### src/rtl/seq_detect_1011.sv
// Serial detector for the pattern 1011 (oldest bit first) on a qualified bit stream.
// Registered one-cycle match pulse plus a saturating match counter.
module seq_detect_1011 #(
  parameter int unsigned OVERLAP = 1,
  parameter int unsigned CNT_W   = 8
) (
  input  logic             clk,
  input  logic             rst,
  input  logic             din,
  input  logic             bit_en,
  input  logic             clr,
  output logic             match,
  output logic [CNT_W-1:0] match_cnt,
  output logic [2:0]       state_o
);

  typedef enum logic [2:0] {
    StIdle   = 3'd0,
    StOne    = 3'd1,
    StTen    = 3'd2,
    StTenOne = 3'd3,
    StFull   = 3'd4
  } state_e;

  state_e             state_q, state_d;
  logic               match_q, match_d;
  logic [CNT_W-1:0]   cnt_q, cnt_d;

  always_comb begin
    state_d = state_q;
    match_d = 1'b0;
    case (state_q)
      StIdle:   if (bit_en) state_d = din ? StOne : StIdle;
      StOne:    if (bit_en) state_d = din ? StOne : StTen;
      StTen:    if (bit_en) state_d = din ? StTenOne : StIdle;
      StTenOne: begin
        if (bit_en) begin
          state_d = din ? StFull : StTen;
          match_d = din;
        end
      end
      // Without overlap a trailing "10" must not seed the next match.
      StFull:   if (bit_en) state_d = din ? StOne : ((OVERLAP != 0) ? StTen : StIdle);
      // Unused codes recover even while bit_en is low.
      default:  state_d = StIdle;
    endcase
  end

  always_comb begin
    cnt_d = cnt_q;
    if (clr) begin
      cnt_d = '0;
    end else if (match_d && (cnt_q != {CNT_W{1'b1}})) begin
      cnt_d = cnt_q + 1'b1;
    end
  end

  always_ff @(posedge clk) begin
    if (rst) begin
      state_q <= StIdle;
      match_q <= 1'b0;
      cnt_q   <= '0;
    end else begin
      state_q <= state_d;
      match_q <= match_d;
      cnt_q   <= cnt_d;
    end
  end

  assign match     = match_q;
  assign match_cnt = cnt_q;
  assign state_o   = state_q;

endmodule

### config.mk
export PLATFORM = sky130hd
export DESIGN_NAME = seq_detect_1011
export DESIGN_NICKNAME = d
export VERILOG_FILES = /design/src/rtl/seq_detect_1011.sv
export SDC_FILE = /design/constraint.sdc
export NUM_CORES = 1
export LEC_CHECK = 0
export ABC_AREA = 1
export CAP_MARGIN = 5
export CORE_AREA = 5 5 44 46
export CTS_CLUSTER_DIAMETER = 200
export DETAILED_ROUTE_END_ITERATION = 12
export DIE_AREA = 0 0 49 51
export PLACE_DENSITY = 0.75
export SLEW_MARGIN = 20
export SYNTH_ARGS = -nofsm -noshare
export SYNTH_HDL_FRONTEND = slang
export SYNTH_SLANG_ARGS = --single-unit
### constraint.sdc
create_clock -name clk -period 1.36 [get_ports clk]
set_input_delay 0.272 -clock clk [delete_from_list [all_inputs] [get_ports clk]]
set_output_delay 0.272 -clock clk [all_outputs]
set_load 0.02 [all_outputs]
## Yosys cells after proc, flatten, opt, wreduce, memory -nomap -nowiden

Index checks and enable logic that the tools add are counted.
Widths: inputs -> output; s select.

- Mux-type cells: 11
- Equality and inequality tests: 9
- Reduce and logical (&&, ||, !) cells: 5
- Add/sub/neg operators: 1

Operators by type and width:

| cell | count |
|---|---|
| $mux 3 | 5 |
| $pmux 3 s4 | 1 |
| $add 8x1->8 const B | 1 |
| $ne 8x8->1 const B | 1 |
| $eq 3x2->1 const B | 2 |
| $ne 2x2->1 const B | 3 |
| $mux 2 | 2 |
| $reduce_and 4->1 | 1 |
| $reduce_or 2->1 | 2 |
| $eq 3x1->1 const B | 1 |
| $eq 3x3->1 const B | 1 |
| $logic_not 3->1 | 1 |
| $mux 1 | 3 |
| $ne 2x1->1 const B | 1 |
| $logic_and 1x1->1 | 1 |

- Register bits: 12
- Input port bits: 5
- Output and inout bits: 12
- Word-level logic and storage cells: 29

## Depth between registers and ports, before layout

- Depth after elaboration: 4
- Mapped depth: 8
- Mapped depth without buffers: 8

## Least setup slack after synthesis

No wires, ideal clock.

- Kind: register to register
- Start point: register cnt_q[1], in the netlist match_cnt[1]
- End point: register cnt_q[1], in the netlist match_cnt[1]
- Library setup time: 116 ps
- Slack: -20 ps
- Path buffers: 0
- Clock period less this slack: 1,380 ps
- Data required time: 1,244 ps
- Arrival time: 1,264 ps
- Stages on the path, launching flop included: 9
- Path through: dfxtp_1 -> ha_1 -> inv_1 -> nor2_2 -> nand2_2 -> nand2_4 -> inv_2 -> nor2_1 -> nor2_1

- Cells in the longest elaborated chain, start to end: 2
- Elaborated cells on any way between the ends: 3
- Classes of those cells: add/sub (1); eq/ne (1); reduce/logical (1)

RTL lines:

| what | line | text |
|---|---|---|
| start: declaration | 27 | `logic [CNT_W-1:0] cnt_q, cnt_d;` |
| start signal: assignment | 66 | `cnt_q <= cnt_d;` |
| branches (longest 2 deep; another with $add 8x1->8) | n/a |  |

Parallel ways; which one is timed is not known.
A chain may end at the register's enable or synchronous reset.

## Worst setup path after layout

- Start point: register state_q[2], in the netlist state_o[2]
- End point: output port state_o[2]

RTL lines:

| what | line | text |
|---|---|---|
| start: declaration | 25 | `state_e state_q, state_d;` |
| start signal: assignment | 60 | `state_q <= StIdle;` |
| start signal: assignment | 64 | `state_q <= state_d;` |
| end: declaration | 14 | `output logic [2:0] state_o` |

No word-level cell between the ends.

==> metrics.md <==
| Metric | Value |
|---|---|
| Max Slew Vio Count | 0 |
| Slowest stage cell, crit path | dfxtp_1 |
| Worst-path clk slew | 0.09 ns |
| Setup_tns | 0 ns |
| Max VDD drop | ~0.5 mV |
| Post-synthesis cell area | slightly above 600 µm² |
| FILL cells | 143 |
| GRT Util Overall | 13.5% |
| Routed Antenna Nets | 0 |
| DR iter-0 viols | 16 |
| Cell count after synthesis | 92 |
| Area grow syn2layout | 50.5% |
| Critical Path Start Type | register |
| Worst-Margin Slew | 0.262 ns |
| Vias per Instance | 4.93 |
| Max-Cap Viols | 0 |
| Largest net degree at the start of global routing | 8 |
| Final Setup Violations | 0 |
| Minimum setup slack among reg-to-reg paths | approximately 0.10 ns |
| Reg-to-reg endpoint | match_cnt[1] |
| CP required | roughly 1.1 ns |
| Hold Path Origin | state_o[2] |
| Worst stage delay on the critical path | 0.37 ns |
| H-Tree Level Count | 1 |
| Ys Warns | 0 |
| Kind of critical path | register to primary output |
| CTS Root Cell | clkbuf_4 |
| Crit share post-route | roughly 95% |
| Critical-path cell list | dlygate4sd2_1 |
| ANT cells | 0 |
| Crit-path leading delay family | flip-flops |
| Synth Net Count | 98 |
| CTS tree | built |
| Chip width | 49 µm |
| Nets | between 100 and 150 |
| Hold Vio Cnt, Final | 0 |
| Die height | approximately 50 µm |
| Max-slew headroom | 82.4% |
| Setup ws final | 0.0737 ns |
| Cell variety after synth | 19 |
| Worst hold path type | register to register |
| Hold endpoint | state_o[2] |
| Fmax | 777 MHz |
| Setup Slack @ Placement | -0.180 ns |
| Initial Util | 42.1% |
| Core Util, Final | 63.4% |
| Post-synthesis sequential area ratio | 38.8% |
| Power per cell area | roughly 760 mW/mm² |
| GRT overflow | 0 |
| Max Root-Sink Buffers | 2 |
| Avg WL per Cell | 10.9 µm |
| Number of global-route vias before repair | 616 |
| First-pass GRT wire length | 2.68 mm |
| CTS Sinks | 12 |
| DR vias | 690 |
| Port bufs | 16 |
| Hold path depth | 2 |
| Data arrival, critical path | 1.01 ns |
| Reg2reg start | match_cnt[0] |
| Flops & latches, synth | 12 |
| Total CTS buffers | 3 |
| Clock skew | 0.00812 ns |
| Remaining DRCs | 0 |
| Critical Path End Type | primary output |
| Leakage | 0.414 nW |
| Commonest non-fill, non-tap cell in the layout | nand2_1 |
| Layout cell share with drive strength beyond 1 | 21.8% |
| Hpwl dp | roughly 1.2 mm |
| Die ar. | 0.00250 mm² |
| Final WL | 1.53 mm |
| Status | finished clean |
| Inst Count DP | 134 |
| Rows | 14 |
| DR pass1 iterations | 4 |
| CP bufs+invs | 1 |
| RePlAce Congestion | 0.885 |
| Period minus WS final | roughly 1.3 ns |
| Most frequent cells in the layout | 22 x nand2_1, 17 x nor2_1, 12 x dlygate4sd2_1, 12 x buf_4, 10 x dfxtp_1 |
| Final non-filler cell total | 140 |
| Ports | 17 |
| Syn Area/Cell | approximately 6.7 µm² |
| RSZ-0062 raised after global routing | no |
| Worst-Skew Late Latency | 0.28 ns |
| Max FO, Critical Path | 4 |
| Core ar. | 0.00147 mm² |
| Initial antenna violation count | 0 |
| R2R depth | 8 |
## metrics by stage
stage,instance area (µm²),total power [mW],hold WS (ns)
after floorplan,622,0.393,0.341
after global placement,877,0.429,0.502
after detailed placement,877,0.431,0.514
after CTS,898,0.720,0.525
after global routing,932,0.742,0.573
final,932,0.712,0.524
## sequential cells by signal (all words and copies together), names as in the netlist
register   flops
match          1
state_o        3
match_cnt      8
## logic make-up (layout without fill, tap and decap cells)
group	count (synthesis)	in the layout	synth area share [%]
buf+inv	10	42	6.06
compound gates	11	11	9.09
flops	12	12	38.8
fa+ha+maj	1	1	2.02
xor+xnor	3	3	4.24
simple gates	55	55	39.8
## power breakdown
group | switching (mW) | total [mW] | leakage (nW) | internal (mW)
sequential | 0.00184 | 0.353 | 0.0986 | 0.351
combinational | 0.0338 | 0.0638 | 0.294 | 0.0300
clock | 0.132 | 0.295 | 0.0210 | 0.163
total | 0.168 | 0.712 | 0.414 | 0.544
## synth_stat cells, drive strengths merged
cell type,number,area (µm²)
a21oi,7,35.0
dfxtp,12,240
ha,1,12.5
inv,10,37.5
nand2,24,100
nand3,8,45.0
nand4,1,6.26
nor2,20,85.1
nor3,2,10.0
o21ai,3,15.0
o22ai,1,6.26
xnor2,1,8.76
xor2,2,17.5
## area by class of cell
cell class / count / area, µm² / area share, %
multi-input cells: 70 / 355 / 38.1
flip-flops and latches: 12 / 248 / 26.6
repair buffers: 28 / 235 / 25.2
inverters: 10 / 37.5 / 4.03
clock buffers: 4 / 36.3 / 3.89
well taps: 16 / 20.0 / 2.15
## routing by layer
layer  GRT usage, %  vias up  share of wire, %
met2           19.3       16                46
met1           18.2      311                46
li1               -      358                 -
met4           6.73        0               2.2
met5              0        -                 0
met3           4.36        5               4.9
## worst max path at each step
stage / start / endpoint / slack [ns] / depth (start not counted)
after floorplan: match_cnt[1] / match_cnt[1] / 0.09 / 8
after detailed placement: bit_en / match_cnt[4] / -0.18 / 7
after global placement: bit_en / match_cnt[4] / -0.14 / 7
final: state_o[2] / state_o[2] / 0.07 / 1
after CTS: match_cnt[0] / match_cnt[1] / 0.06 / 8
after global routing: match_cnt[1] / match_cnt[1] / 0.008 / 8
## timing repair
item / 4_1_cts / 5_1_grt
endpoints found under the setup margin: 12 / 6
pin swaps: 0 / 2
gates resized for setup: 12 / 6
buffers inserted: 0 / 2
hold buffers: 0 / 0
No activity file was read; power rests on OpenSTA's default activity.
